File: config.mk
export PLATFORM = sky130hd
export DESIGN_NAME = run_length_logger
export DESIGN_NICKNAME = d
export VERILOG_FILES = /design/src/rtl/run_length_logger.sv
export SDC_FILE = /design/constraint.sdc
export NUM_CORES = 1
export LEC_CHECK = 0
export ABC_AREA = 1
export BUFFER_PORTS_ARGS = -buffer_cell sky130_fd_sc_hd__buf_4
export CELL_PAD_IN_SITES_DETAIL_PLACEMENT = 0
export CELL_PAD_IN_SITES_GLOBAL_PLACEMENT = 1
export CORE_MARGIN = 2
export CORE_UTILIZATION = 46
export DETAILED_ROUTE_END_ITERATION = 16
export PLACE_DENSITY_LB_ADDON = 0.12
export REMOVE_ABC_BUFFERS = 1
export SYNTH_ARGS = -nofsm -noshare
export SYNTH_HDL_FRONTEND = slang
export SYNTH_SLANG_ARGS = --single-unit
File: constraint.sdc
create_clock -name clk -period 3.5 [get_ports clk]
set_input_delay 0.35 -clock clk [delete_from_list [all_inputs] [get_ports clk]]
set_output_delay 0.35 -clock clk [all_outputs]
set_load 0.03 [all_outputs]
File: src/rtl/run_length_logger.sv
`default_nettype none
// ============================================================================
// Module      : run_length_logger
// Description : Turns each maximal match interval of a four-in-a-row detector
//               into a {pol, len} run record. Records are queued in a small
//               circular FIFO that a reader drains with a valid/ready
//               handshake. Per-polarity counters of completed runs are kept.
//
// Ports       : clk       - sole clock, rising edge
//               reset     - synchronous, active-high
//               z         - detector match output
//               zpol      - run type while z=1 (1 = ones, 0 = zeros)
//               rd_ready  - reader accepts the head record this cycle
//               rd_valid  - FIFO non-empty, rd_data is valid
//               rd_data   - head record {pol, len}, pol in the MSB
//               ones_cnt  - completed ones-runs (pushed or dropped), saturating
//               zeros_cnt - completed zeros-runs (pushed or dropped), saturating
//               overflow  - sticky, a record was dropped on a full FIFO
//               busy      - a run is currently being measured
//
// Revision    : 1.0 - initial release
// ============================================================================
module run_length_logger #(
    parameter int LEN_W = 8,
    parameter int DEPTH = 4,
    parameter int CNT_W = 8
) (
    input  logic             clk,
    input  logic             reset,
    input  logic             z,
    input  logic             zpol,
    input  logic             rd_ready,
    output logic             rd_valid,
    output logic [LEN_W:0]   rd_data,
    output logic [CNT_W-1:0] ones_cnt,
    output logic [CNT_W-1:0] zeros_cnt,
    output logic             overflow,
    output logic             busy
);

    localparam int               c_ptr_w    = $clog2(DEPTH);
    localparam logic [c_ptr_w:0] c_depth    = DEPTH[c_ptr_w:0];
    // The first match cycle already stands for four equal samples.
    localparam logic [LEN_W-1:0] c_len_init = LEN_W'(4);
    localparam logic [LEN_W-1:0] c_len_max  = '1;
    localparam logic [CNT_W-1:0] c_cnt_max  = '1;

    typedef enum logic [0:0] {
        ST_IDLE = 1'b0,
        ST_RUN  = 1'b1
    } state_t;

    state_t             state_q, state_d;
    logic [LEN_W-1:0]   len_q, len_d;
    logic               pol_q, pol_d;
    logic [LEN_W:0]     mem_q [DEPTH];
    logic [LEN_W:0]     mem_d [DEPTH];
    logic [c_ptr_w-1:0] wr_ptr_q, wr_ptr_d;
    logic [c_ptr_w-1:0] rd_ptr_q, rd_ptr_d;
    logic [c_ptr_w:0]   count_q, count_d;
    logic [CNT_W-1:0]   ones_cnt_q, ones_cnt_d;
    logic [CNT_W-1:0]   zeros_cnt_q, zeros_cnt_d;
    logic               overflow_q, overflow_d;

    logic               emit;
    logic [LEN_W:0]     rec;
    logic               pop;
    logic               full;
    logic               push;
    logic               drop;

    // ------------------------------------------------------------------
    // Run measurement FSM
    // ------------------------------------------------------------------
    always_comb begin
        state_d = state_q;
        len_d   = len_q;
        pol_d   = pol_q;
        emit    = 1'b0;
        rec     = {pol_q, len_q};
        case (state_q)
            ST_IDLE: begin
                if (z) begin
                    state_d = ST_RUN;
                    len_d   = c_len_init;
                    pol_d   = zpol;
                end
            end
            ST_RUN: begin
                if (!z) begin
                    emit    = 1'b1;
                    state_d = ST_IDLE;
                end else if (zpol != pol_q) begin
                    // Polarity flip without a gap: close this run and start
                    // a fresh one in the same cycle.
                    emit  = 1'b1;
                    len_d = c_len_init;
                    pol_d = zpol;
                end else if (len_q != c_len_max) begin
                    len_d = len_q + LEN_W'(1);
                end
            end
            default: state_d = ST_IDLE;
        endcase
    end

    // ------------------------------------------------------------------
    // Record FIFO and counters
    // ------------------------------------------------------------------
    always_comb begin
        pop  = (count_q != '0) && rd_ready;
        full = (count_q == c_depth);
        // A pop in the same cycle frees the slot the push needs.
        push = emit && (!full || pop);
        drop = emit && full && !pop;

        mem_d = mem_q;
        if (push) begin
            mem_d[wr_ptr_q] = rec;
        end

        wr_ptr_d = push ? (wr_ptr_q + c_ptr_w'(1)) : wr_ptr_q;
        rd_ptr_d = pop  ? (rd_ptr_q + c_ptr_w'(1)) : rd_ptr_q;

        case ({push, pop})
            2'b10:   count_d = count_q + (c_ptr_w + 1)'(1);
            2'b01:   count_d = count_q - (c_ptr_w + 1)'(1);
            default: count_d = count_q;
        endcase

        ones_cnt_d  = ones_cnt_q;
        zeros_cnt_d = zeros_cnt_q;
        if (emit) begin
            if (rec[LEN_W]) begin
                if (ones_cnt_q != c_cnt_max) ones_cnt_d = ones_cnt_q + CNT_W'(1);
            end else begin
                if (zeros_cnt_q != c_cnt_max) zeros_cnt_d = zeros_cnt_q + CNT_W'(1);
            end
        end

        overflow_d = overflow_q | drop;
    end

    always_ff @(posedge clk) begin
        if (reset) begin
            state_q     <= ST_IDLE;
            len_q       <= '0;
            pol_q       <= 1'b0;
            for (int i = 0; i < DEPTH; i++) begin
                mem_q[i] <= '0;
            end
            wr_ptr_q    <= '0;
            rd_ptr_q    <= '0;
            count_q     <= '0;
            ones_cnt_q  <= '0;
            zeros_cnt_q <= '0;
            overflow_q  <= 1'b0;
        end else begin
            state_q     <= state_d;
            len_q       <= len_d;
            pol_q       <= pol_d;
            mem_q       <= mem_d;
            wr_ptr_q    <= wr_ptr_d;
            rd_ptr_q    <= rd_ptr_d;
            count_q     <= count_d;
            ones_cnt_q  <= ones_cnt_d;
            zeros_cnt_q <= zeros_cnt_d;
            overflow_q  <= overflow_d;
        end
    end

    assign rd_valid  = (count_q != '0);
    assign rd_data   = mem_q[rd_ptr_q];
    assign ones_cnt  = ones_cnt_q;
    assign zeros_cnt = zeros_cnt_q;
    assign overflow  = overflow_q;
    assign busy      = (state_q == ST_RUN);

endmodule
`default_nettype wire
==> reports/qor.csv <==
metric,value,unit
max_cap_viol_count,0,
utilization,0.552,
num_rows,30,
period_share,0.591,
ys_ff_latch,70,
n_antenna_cell,0,
avgViaCountPerCell,5.13,
total_power,2160,µW
synth_flop_cell,dfxtp_1,
grt_pass1_vias,2463,
die_area,7720,µm²
r2r_cells,8,
yosysTopAreaCellShare,0.433,
cts_sinks,70,
synth_top_area_cell,dfxtp_1,
min_from,zpol,
area_delta_synth_final,15.8,%
min_period,2070,ps
cp_top_family,flip-flops,
timing.clock.skew,7.08,ps
r2r-start,pol_q,
fin_cells,555,
place.gp.congestion,0.829,
path_cells,buf_4 -> o21ai_0 -> o22ai_1 -> buf_4,
hold_buffers,0,
synth_area_leaders,"dfxtp_1, o21ai_0, a21oi_1",
fin_nets,467,
rr_endpoint,count_q[1],
vias,2848,
portBuffers,32,
setup.worst_path.end_class,output port,
grt_max_degree,28,
critPathMaxFanout,12,
clkLatencyLatePin,340,ps
post_cts_buffers,0,
worstPathRequired,3150,ps
hold_viol,0,
crit_arrival,1720,ps
grt_pass1_wl,11700,µm
cts_tree,done,
max_freq,483,MHz
seq_area_frac_synth,0.433,
rsz0062_at_grt,false,
peakVddDrop,0.000420,V
wl,7220,µm
drt_first_pass_iters,4,
wl_per_cell,13.0,µm
cts_made_buffers,9,
die_y,87.9,µm
pwr_density_cell,577,nW/µm²
tns,0,ps
grt_overflow_total,0,
dp_cells,539,
max_slew_margin,0.513,
async_reset_ff_frac,0,
holdPathEnd,pol_q,
synth_area,3240,µm²
antenna_found_initial,0,
hold_path_class,in2reg,
tightest_slew,730,ps
cts_max_level,3,
status,completed,
drc_errors,0,
critPathBufInv,2,
synth.top_cells.by_count,"dfxtp_1, o21ai_0, nand2_1",
grt_usage,0.197,
reg2reg_slack,1680,ps
die_w,87.9,µm
start_util,0.476,
syn_inst,425,
dpl.hpwl,4830,µm
drive_above_1_share,0.148,
p_leak,0.00158,µW
slew_viol_final,0,
core,6790,µm²
crit_type,reg2out,
clock_path_buffers,2,
start_kind,register,
cpMaxStageDelayCell,dfxtp_1,
ctsResizeCount,0,
syn_avg_cell_area,7.61,µm²
critPathMostFrequentCell,buf_4,
hold_slack,275,ps
io_pins,33,
clk_pin_slew,80,ps
setup_violations,0,
critPathMaxStageDelay,600,ps
yosysUniqueCellTypes,28,
yosysMostFrequentCell,dfxtp_1,
drtIter0Drc,160,
fillCellCount,654,
postRouteAntennaNets,0,
cts_root_buf,clkbuf_8,
synth-edff-count,0,
hold_depth,3,
ys.warnings.count,0,
registers in the layout (all words and copies together), names as in the netlist:
signal and count:
mem_q 36, overflow 1, ones_cnt 8, wr_ptr_q 2, pol_q 1, zeros_cnt 8, rd_ptr_q 2, busy 1
len_q 8, count_q 3
worst max path at each step:
stage                           start         end  cells past startpoint
after floorplan            count_q[0]  count_q[1]                      8
after global placement          reset       pol_q                      5
after detailed placement        reset    mem_q[8]                      5
after CTS                 rd_ptr_q[0]  rd_data[2]                      4
after global routing      rd_ptr_q[0]  rd_data[7]                      4
final                     rd_ptr_q[0]  rd_data[2]                      4
worst min-delay path, stage by stage:
cell,delay (ps)
buf_4,80
inv_1,40
a21oi_1,110
final cells by class:
cell class,count,area [µm²],area share
Multi-Input combinational cell,300,1600,0.426
Sequential cell,70,1400,0.374
Timing Repair Buffer,34,255,0.0681
Inverter,39,146,0.0391
Clock buffer,9,124,0.0331
Tap cell,96,120,0.0321
Clock inverter,7,104,0.0277
through the flow:
step / cell area (µm²) / setup slack, ps
floorplan: 3140 / 1760
global placement: 3520 / 1700
detailed placement: 3520 / 1680
CTS: 3750 / 1420
global route: 3750 / 1300
finish: 3750 / 1430
per-layer routing:
layer / share of wire / GRT usage
met4: 0.024 / 0.0825
met1: 0.48 / 0.262
met2: 0.45 / 0.311
met3: 0.044 / 0.0424
met5: 0 / 0
kinds of logic after synthesis:
group                    share of synthesized area
AO/OA/AOI/OAI                                0.228
adder cells (fa/ha/maj)                     0.0333
flip-flops                                   0.433
XOR/XNOR                                    0.0325
buffers and inverters                       0.0735
AND/OR/NAND/NOR                              0.200
layout by cell type (no fill, tap or decap):
cell type | netlist | layout
o21ai_0 | 66 | 66
nor2_4 | 5 | 5
nand2_1 | 60 | 60
xor2_1 | 5 | 5
nand3_2 | 3 | 3
clkinv_4 | 0 | 2
a21oi_1 | 59 | 59
dfxtp_1 | 70 | 70
and3_1 | 1 | 1
o22ai_1 | 9 | 9
a21boi_0 | 1 | 1
clkbuf_8 | 0 | 9
bufinv_16 | 0 | 2
o21a_1 | 1 | 1
inv_2 | 4 | 4
nand3_1 | 12 | 12
nor2_1 | 43 | 43
a31oi_1 | 1 | 1
nand2_4 | 1 | 1
nand3b_1 | 1 | 1
buf_4 | 0 | 34
inv_6 | 0 | 3
fa_1 | 1 | 1
xnor2_1 | 7 | 7
o21ai_2 | 4 | 4
ha_1 | 7 | 7
nand4_1 | 8 | 8
nand3_4 | 1 | 1
inv_1 | 35 | 35
nor3_1 | 4 | 4
power by group:
| group | total, µW | internal [µW] | switching, µW |
|---|---|---|---|
| logic | 534 | 182 | 352 |
| registers | 886 | 840 | 45.5 |
| clock network | 742 | 411 | 331 |
| total | 2160 | 1430 | 728 |
Note: power is estimated with default switching activity, not from simulation.
